$ cat src/rtl/mux_scan_n.sv
`default_nettype none
// ============================================================================
// Module   : mux_scan_n
// Brief    : Registered channel mux with manual select or ascending scan of all
//            eligible channels over a valid/ready handshake. Optional channel
//            mask enabled by the MUX_SCAN_MASK_EN macro.
// Revision : 1.0 - initial release
// ============================================================================
module mux_scan_n #(
    parameter int  WIDTH    = 1,
    parameter int  CHANNELS = 16,
    localparam int SEL_W    = (CHANNELS > 2) ? $clog2(CHANNELS) : 1
) (
    input  logic                      clk,
    input  logic                      rst_n,
    input  logic [CHANNELS*WIDTH-1:0] data_in,
    input  logic                      mode,
    input  logic [SEL_W-1:0]          sel_in,
    input  logic                      start,
    input  logic                      abort,
`ifdef MUX_SCAN_MASK_EN
    input  logic [CHANNELS-1:0]       ch_mask,
`endif
    output logic [WIDTH-1:0]          out_data,
    output logic [SEL_W-1:0]          out_ch,
    output logic                      out_valid,
    input  logic                      out_ready,
    output logic                      out_last,
    output logic                      out_err,
    output logic                      busy
);

    typedef enum logic [0:0] {
        IDLE = 1'b0,
        HOLD = 1'b1
    } state_t;

    state_t               state;
    logic [CHANNELS-1:0]  elig;
    logic                 any_elig;
    logic [SEL_W-1:0]     first_idx;
    logic [SEL_W-1:0]     last_idx;
    logic [SEL_W-1:0]     next_idx;
    logic                 next_found;
    logic [31:0]          sel_ext;
    logic                 sel_ok;
    logic                 handshake;

`ifdef MUX_SCAN_MASK_EN
    assign elig = ch_mask;
`else
    assign elig = '1;
`endif

    assign sel_ext   = {{(32-SEL_W){1'b0}}, sel_in};
    assign sel_ok    = (sel_ext < 32'(CHANNELS));
    assign handshake = out_valid && out_ready;
    assign busy      = (state == HOLD);

    function automatic logic [WIDTH-1:0] pick(input logic [CHANNELS*WIDTH-1:0] d,
                                              input logic [SEL_W-1:0]          idx);
        pick = '0;
        for (int k = 0; k < CHANNELS; k++) begin
            if (idx == SEL_W'(k)) pick = d[k*WIDTH +: WIDTH];
        end
    endfunction

    // Lowest eligible, highest eligible, and lowest eligible above the held channel.
    always_comb begin
        any_elig   = 1'b0;
        first_idx  = '0;
        last_idx   = '0;
        next_idx   = '0;
        next_found = 1'b0;
        for (int k = CHANNELS - 1; k >= 0; k--) begin
            if (elig[k]) begin
                first_idx = SEL_W'(k);
                any_elig  = 1'b1;
                if (SEL_W'(k) > out_ch) begin
                    next_idx   = SEL_W'(k);
                    next_found = 1'b1;
                end
            end
        end
        for (int k = 0; k < CHANNELS; k++) begin
            if (elig[k]) last_idx = SEL_W'(k);
        end
    end

    always_ff @(posedge clk) begin
        if (!rst_n) begin
            state     <= IDLE;
            out_data  <= '0;
            out_ch    <= '0;
            out_valid <= 1'b0;
            out_last  <= 1'b0;
            out_err   <= 1'b0;
        end else if (state == IDLE) begin
            if (start && !mode) begin
                out_data  <= sel_ok ? pick(data_in, sel_in) : '0;
                out_ch    <= sel_in;
                out_err   <= !sel_ok;
                out_last  <= 1'b1;
                out_valid <= 1'b1;
                state     <= HOLD;
            end else if (start && mode && any_elig) begin
                out_data  <= pick(data_in, first_idx);
                out_ch    <= first_idx;
                out_err   <= 1'b0;
                out_last  <= (first_idx == last_idx);
                out_valid <= 1'b1;
                state     <= HOLD;
            end
        end else begin
            if (abort) begin
                out_valid <= 1'b0;
                out_last  <= 1'b0;
                out_err   <= 1'b0;
                state     <= IDLE;
            end else if (handshake) begin
                // A mask change mid-scan can leave nothing above; end the scan then.
                if (out_last || !next_found) begin
                    out_valid <= 1'b0;
                    out_last  <= 1'b0;
                    out_err   <= 1'b0;
                    state     <= IDLE;
                end else begin
                    out_data <= pick(data_in, next_idx);
                    out_ch   <= next_idx;
                    out_last <= (next_idx == last_idx);
                end
            end
        end
    end

endmodule
`default_nettype wire
$ cat config.mk
export PLATFORM = sky130hd
export DESIGN_NAME = mux_scan_n
export DESIGN_NICKNAME = d
export VERILOG_FILES = /design/src/rtl/mux_scan_n.sv
export SDC_FILE = /design/constraint.sdc
export NUM_CORES = 1
export LEC_CHECK = 0
export CORE_MARGIN = 10
export CORE_UTILIZATION = 45
export DETAILED_ROUTE_END_ITERATION = 7
export PLACE_DENSITY = 0.84
export SYNTH_ARGS = -nofsm -noshare
export SYNTH_HDL_FRONTEND = slang
export SYNTH_SLANG_ARGS = --single-unit
$ cat constraint.sdc
create_clock -name clk -period 2.8 [get_ports clk]
set_clock_uncertainty 0.1 [all_clocks]
set_input_delay 0.56 -clock clk [delete_from_list [all_inputs] [get_ports clk]]
set_output_delay 0.56 -clock clk [all_outputs]
set_load 0.005 [all_outputs]
## After elaboration in Yosys (flattened, before gate mapping)

Index checks and enable logic that the tools add are counted.

| cells by class | value |
|---|---|
| magnitude comparators | 17 |
| equality and inequality tests | 35 |
| muxes and demuxes | 97 |
| reductions and logical operators | 13 |

Operator list:

| kind | number |
|---|---|
| 2-to-1 mux 4 bit | 22 |
| 2-to-1 mux 1 bit | 75 |
| equality test 4 bit (second input constant) | 16 |
| equality test 4 x 3 -> 1 bit (second input constant) | 8 |
| > comparator 4 bit (first input constant) | 8 |
| equality test 4 x 2 -> 1 bit (second input constant) | 4 |
| > comparator 3 x 4 -> 1 bit (first input constant) | 4 |
| equality test 4 x 1 -> 1 bit (second input constant) | 2 |
| > comparator 1 x 4 -> 1 bit (first input constant) | 2 |
| > comparator 2 x 4 -> 1 bit (first input constant) | 2 |
| zero test 4 bit | 2 |
| inequality test 3 x 2 -> 1 bit (second input constant) | 2 |
| < comparator 4 x 5 -> 1 bit (second input constant) | 1 |
| inequality test 2 bit (second input constant) | 2 |
| AND reduction 4 bit | 1 |
| logical AND 1 bit | 3 |
| zero test 1 bit | 3 |
| AND reduction 3 bit | 1 |
| nonzero test 3 bit | 1 |
| inequality test 2 x 1 -> 1 bit (second input constant) | 1 |
| AND reduction 2 bit | 1 |
| logical OR 1 bit | 1 |

| word-level totals | value |
|---|---|
| bits in registers | 9 |
| input bits | 26 |
| output and inout bits | 9 |
| logic and storage cells | 168 |

## Logic depth before layout (Yosys ltp)

| depth | value |
|---|---|
| depth after elaboration | 38 |
| depth in mapped cells | 7 |
| gate-level depth less buffers | 5 |

## Worst setup path after synthesis

OpenSTA, ideal clock, no wires.

| timing | value |
|---|---|
| path type | input to register |
| from | input sel_in[0] |
| to | register out_data |
| setup time | 0.134 ns |
| arrival | 1.825 ns |
| data required time | 2.566 ns |
| path slack | 0.741 ns |
| cell stages on the path | 6 |
| path buffers | 1 |
| path through | buf_6 > mux4_2 > mux2_2 > a31o_1 > a31oi_1 > a31oi_1 |

| between the ends | value |
|---|---|
| cells in the longest elaborated chain, start to end | 20 |
| elaborated cells between the ends (all ways) | 36 |
| classes of those cells | order compare: 1; eq/ne: 15; mux: 19; reduce/logical: 1 |

Ends and longest elaborated chain:

| what | line | RTL |
|---|---|---|
| start: declaration | 18 | `input logic [SEL_W-1:0] sel_in,` |
| zero test 4 bit | 64 | `if (idx == SEL_W'(k)) pick = d[k*WIDTH +: WIDTH];` |
| 2-to-1 mux 1 bit (16 in series) | 64 |  |
| 2-to-1 mux 1 bit * | 100 | `out_data <= sel_ok ? pick(data_in, sel_in) : '0;` |
| 2-to-1 mux 1 bit * | 99 | `if (start && !mode) begin` |
| 2-to-1 mux 1 bit * | 98 | `end else if (state == IDLE) begin` |
| end signal: assignment | 100 |  |
| end signal: assignment | 107 | `out_data <= pick(data_in, first_idx);` |
| end signal: assignment | 128 | `out_data <= pick(data_in, next_idx);` |
| end: declaration | 24 | `output logic [WIDTH-1:0] out_data,` |

Every way passes the cells marked *; elsewhere a longest branch is shown, timed or not.
A chain may end at the register's enable or synchronous reset.

## Final worst setup path

Same ends and word-level chain as after synthesis.

==> run_results.csv <==
group,metric,value,unit
outcome,outcome,"finished, final reports clean",
logic_synthesis,synth_top_family_by_area,"compound AO/OA/AOI/OAI gates",
timing,slew_viol_final,0,
drt,drt_wl_total,2.75,mm
logic_synthesis,synth_area_per_cell,8.01,um^2
place,place_area,1150,um^2
logic_synthesis,synthXorXnorAreaFrac,0,%
die,die_w,62.6,um
logic_synthesis,syn_area,817,um^2
cells_and_area,most-common-layout-cells,"clkdlybuf4s50_1 (33), o21ai_0 (11), dfxtp_1 (8)",
timing,slew_headroom,61.0,%
cells_and_area,postLayoutCellArea,1170,um^2
clock_network,insertion_delay,0.25,ns
clock_network,cts-root-buf,"clkbuf_4",
drt,firstDrtPassIters,4,
die,core-area,1730,um^2
cells_and_area,layout_commonest_cell,"clkdlybuf4s50_1",
setup_path,crit_path_end_kind,"register",
cells_and_area,drive_gt1_share,6.82,%
min_path,holdPathStages,2,
setup_path,rr_startpoint,"out_ch[0]",
global_route,grt_use_met3,3.58,%
setup_path,arrival,2.32,ns
timing,fin_crit,2.31,ns
global_route,grt_max_degree,17,
global_route,grt_busiest_layer,"met2",
flow_run,cap_violations,0,
global_route,grt_use_total,13.6,%
clock_network,cts_buffers,3,
logic_synthesis,synth_simple_gate_area_share,17.0,%
place,place_congestion,0.878,
pwr,power,365,uW
setup_path,reg2reg_to,"out_data",
timing,finalHoldViolCount,0,
drt,wire_per_inst,17.5,um
setup_path,worstSetupPathType,"in2reg",
pwr,peakVddDrop,314,uV
drt,drc,0,
cells_and_area,multiInputGateArea,592,um^2
pwr,power_density,312,nW/um^2
clock_network,cts_setup_buffers,0,
min_path,min_to,"out_last",
timing,finalSetupTns,0,ns
place,port_buffers,33,
logic_synthesis,synth-seq-cells,8,
logic_synthesis,ys_seq_area_share,19.6,%
cells_and_area,diodes,0,
logic_synthesis,syn-num-nets,128,
setup_path,r2r_slack,0.65,ns
drt,num_vias,969,
timing,worst_pin_slew,0.584,ns
global_route,met1_usage,16.8,%
die,num_io_pins,35,
logic_synthesis,yosys_warnings,0,
clock_network,cts.hold.buffers_added,0,
place,dp_hpwl,2.25,mm
logic_synthesis,ys_types,38,
cells_and_area,regArea,160,um^2
logic_synthesis,syn_inst,102,
timing,rsz0062_at_grt,"no",
logic_synthesis,synth_compound_area_share,33.1,%
cells_and_area,fill_cells,151,
drt,drt-initial-drc-count,52,
die,dieArea,3920,um^2
drt,avgViaCountPerCell,6.17,
clock_network,ctsResizeCount,0,
global_route,grt_pass1_wl,4.52,mm
setup_path,crit_required,2.81,ns
die,num_rows,15,
cells_and_area,area_growth,43.2,%
die,start_util,47.3,%
global_route,overflow,0,
clock_network,htreeDepth,1,
logic_synthesis,synth_fa_ha_area_share,0,%
pwr,p_leak,0.384,nW
cells_and_area,final_nets,160,
setup_path,critPathMaxFanout,7,
timing,setup_viol,0,
global_route,grt_pass1_vias,970,
clock_network,tritoncts,"done",
clock_network,cts_max_path_buffers,2,
global_route,antenna_found_initial,0,
global_route,met2_usage,22.4,%
die,die_h,62.6,um
min_path,hold_path_class,"reg2reg",
setup_path,reg2reg_depth,5,
setup_path,critical_path.startpoint_type,"input port",
logic_synthesis,synth_mux_area_share,21.9,%
timing,final.period_utilization,82.4,%
clock_network,clock_sink_count,8,
drt,ant_nets,0,
timing,fmax,434,MHz
min_path,hold_path.startpoint,"out_last",
clock_network,clkTransAtPathRegs,0.05,ns
## worst max-delay path, cell delays in order
cell	delay (ns)
clkdlybuf4s50_1	0.50
buf_4	0.17
mux2_2	0.34
mux2_2	0.27
a31o_1	0.20
a31oi_1	0.16
a31oi_1	0.11
## routing by layer
| layer | up-vias | wire, um |
|---|---|---|
| met5 | - | 0 |
| met3 | 0 | 157 |
| met2 | 50 | 1440 |
| li1 | 452 | - |
| met4 | 0 | 0 |
| met1 | 467 | 1150 |
## where the power goes
group          switching (mW)  internal [mW]
combinational          0.0571         0.0829
sequential             0.0164          0.123
clock                  0.0372         0.0489
total                   0.111          0.254
## worst max path at each step
stage               from        to  slack, ns  cells after the start
2_1_floorplan  sel_in[0]  out_data       0.74                      6
3_3_place_gp   sel_in[0]  out_data       0.29                      6
3_5_place_dp   sel_in[0]  out_data       0.24                      7
4_1_cts        sel_in[0]  out_data       0.51                      7
5_1_grt        sel_in[0]  out_data       0.46                      6
6_report       sel_in[0]  out_data       0.49                      7
## flip-flops by register name, summed over array words and instances (netlist names)
register / cells
out_last: 1
busy: 1
out_valid: 1
out_data: 1
out_ch: 4
## cells by family after synthesis
logic type      after synthesis
compound gates               41
buf+inv                      13
flops                         8
mux                          13
other cells                   1
simple gates                 26
## cell type report
cell class,count,area share [%]
multi-input combinational,81,50.6
timing repair buffer,35,29.5
sequential,8,13.7
inverter,5,1.60
tap,25,2.67
clock buffer,3,1.93
## cells in the mapped netlist (all sizes together)
| library cell | number | area share [%] |
|---|---|---|
| a31o | 1 | 1.1 |
| o21a | 1 | 0.92 |
| a211oi | 4 | 3.7 |
| nand4b | 1 | 1.1 |
| inv | 5 | 2.3 |
| or3 | 1 | 0.77 |
| mux2 | 3 | 4.1 |
| nand3b | 1 | 0.92 |
| a21oi | 7 | 4.3 |
| a31oi | 4 | 3.1 |
| o2111a | 1 | 1.4 |
| nor3 | 3 | 1.8 |
| a32o | 1 | 1.2 |
| conb | 1 | 0.46 |
| a221o | 1 | 1.2 |
| a22oi | 1 | 0.92 |
| o21ai | 12 | 7.3 |
| mux4 | 3 | 9.2 |
| nor2b | 3 | 2.3 |
| o211ai | 2 | 1.8 |
| nand4 | 1 | 0.77 |
| or3b | 1 | 1.1 |
| nand2b | 3 | 2.3 |
| nor2 | 3 | 1.4 |
| clkbuf | 2 | 0.92 |
| o21bai | 2 | 1.8 |
| o2bb2ai | 2 | 2.1 |
| nand3 | 3 | 1.8 |
| nand2 | 6 | 2.8 |
| buf | 6 | 4.7 |
| mux2i | 7 | 8.6 |
| o41ai | 1 | 1.1 |
| dfxtp | 8 | 20 |
| a41oi | 1 | 1.1 |
## through the flow
step / std cells / hold WS, ns / worst slack [ns] / util, %
after global routing: 157 / 0.417 / 0.461 / 67.8
final: 157 / 0.377 / 0.494 / 67.8
after detailed placement: 154 / 0.365 / 0.244 / 66.4
after CTS: 157 / 0.378 / 0.512 / 67.8
after floorplan: 102 / 0.359 / 0.741 / -
after global placement: 154 / 0.371 / 0.290 / 66.4
No activity file was read; power rests on OpenSTA's default activity.
==> edit: new RTL, config.mk and constraints unchanged <==
Build with the macro `MUX_SCAN_MASK_EN` defined.
--- a/src/rtl/mux_scan_n.sv
+++ b/src/rtl/mux_scan_n.sv
@@ -8,2 +8,4 @@
 // ============================================================================
+`define MUX_SCAN_MASK_EN
+
 module mux_scan_n #(
Interface: changed (added ch_mask); port bits go from 35 to 51. No check against the original RTL was run, so the function may have changed too.
==> edit against the original RTL <==
  * Register-to-register slack got worse by 0.55 ns
  * Total power increased to 2.5 times the old value
  * Setup slack got worse by 0.46 ns
  * Cell count increased to 2.9 times the old value
  * Largest cell class unchanged
  * Design area increased to 2.8 times the old value
  * Wire length increased to 3.1 times the old value
  * Synthesized area increased to 2.5 times the old value
  * Sequential cell count unchanged
==> edit: results (changes against the original RTL) <==
reg2reg start out_ch[1] (was out_ch[0]); worst rel slew slack 65.8% (was 61.0%); drt first-iter violations 184 (was 52); HP Start out_ch[3] (was out_last); Fillers 347 (was 151); reg2reg setup slack 0.10 ns (was 0.65 ns); Leak 1.36 nW (was 0.384 nW); FMAX 0.361 GHz (was 0.434 GHz); DP Worst Slack -0.506 ns (was 0.244 ns); top post-synthesis cells by count 31 x nor2_1, 29 x nand2_1, 19 x a21oi_1 (was 11 x o21ai_0, 8 x dfxtp_1, 7 x a21oi_1, 7 x mux2i_1, 6 x nand2_1); clk buf depth 2 (unchanged); Synth cell types 74 (was 38); routed via count 2885 (was 969); CTS Root Cell clkbuf_8 (was clkbuf_4); Max FO, Critical Path 6 (was 7); Max VDD drop 0.225 mV (was 0.314 mV); dominant cells by area after synthesis dfxtp_1 7.7%, nor2_1 5.6%, mux4_2 5.4%, nand2_1 5.3%, a21oi_1 4.6% (was dfxtp_1 20%, mux2i_1 8.6%, o21ai_0 6.7%, mux4_1 6.4%, a21oi_1 4.3%); post-synthesis sequential area ratio 7.73% (was 19.6%); run status finished clean (unchanged); DRT Wirelength 8.59 mm (was 2.75 mm); crit path from ch_mask[1] (was sel_in[0]); final net count 451 (was 160); syn nets 335 (was 128); first-pass GRT wire length 13.6 mm (was 4.52 mm); routability cong. 1.03 (was 0.878); I/O Buffers 49 (was 33); DRT Pass-1 Iters 5 (was 4); global-route usage over all layers 21.1% (was 13.6%); worst path arrival time 2.78 ns (was 2.32 ns); vias in the first global route 2871 (was 970)
==> edit: cell types whose count changed after synthesis, moves of 6 or more <==
cell / unedited run / this run
nand2_1: 6 / 29
inv_1: 5 / 11
nand2b_1: 3 / 9
nor2b_1: 3 / 12
nor4_1: 0 / 6
nor2_1: 3 / 31
a21oi_1: 7 / 19
a21o_1: 0 / 6
==> edit: layout make-up <==
| class | count | area (µm²) | share of cell area, % |
|---|---|---|---|
| clock buffers | 3 | 41.3 | 1.26 |
| inverters | 11 | 41.3 | 1.26 |
| multi-input cells | 256 | 1870 | 57.0 |
| flip-flops and latches | 8 | 163 | 4.95 |
| well taps | 52 | 65.1 | 1.98 |
| repair buffers | 129 | 1100 | 33.6 |
==> edit: repair_timing <==
action	in CTS	in global routing
gates resized for setup	28	24
endpoints found under the setup margin	6	6
pin swaps	13	8
hold buffers	0	0
buffers inserted	5	3
==> edit: final timing paths <==
check,cells after the start,endpoint
min reg2reg,2,out_ch[3]
max reg2reg,11,out_data
max,10,out_data
min,2,out_ch[3]
==> edit: worst max-delay path: stages <==
cell and delay [ns]:
clkdlybuf4s50_1 0.50, buf_4 0.20, and3_4 0.16, or3_4 0.40, o21ai_4 0.11, nand2b_4 0.19
o221ai_2 0.10, a211o_1 0.30, o211ai_2 0.16, o211ai_2 0.09
==> edit: cells by family (layout without fill, tap and decap cells) <==
| group | Yosys count | in the layout | share of synthesized area (%) |
|---|---|---|---|
| flops | 8 | 8 | 7.73 |
| compound gates | 116 | 116 | 42.2 |
| buf+inv | 29 | 143 | 8.76 |
| xor+xnor | 1 | 1 | 0.423 |
| simple gates | 126 | 126 | 31.9 |
| mux | 11 | 11 | 8.33 |
| fa+ha+maj | 1 | 1 | 0.543 |
| other cells | 1 | 1 | 0.181 |
==> edit: power breakdown <==
group	internal (mW)	total, mW	switching, mW
clock network	0.0933	0.140	0.0470
logic	0.326	0.628	0.302
registers	0.126	0.149	0.0232
total	0.545	0.918	0.372
==> edit: per-layer routing <==
metal / vias to the layer above / GRT usage, % / share of wire (%)
met5: - / 0 / 0
met2: 181 / 36.4 / 48
met3: 42 / 4.74 / 9.7
met1: 1316 / 24.7 / 38
met4: 0 / 8.12 / 4.0
li1: 1346 / - / -
==> edit: metrics by stage <==
step                hold slack [ns]  instances  TNS, ns  utilization, %
floorplan                     0.495        293        0               -
global placement              0.489        448    -2.30            68.9
detailed placement            0.504        448    -2.71            68.9
CTS                           0.508        456        0            72.6
global route                  0.550        459   -0.131            74.4
finish                        0.509        459        0            74.4
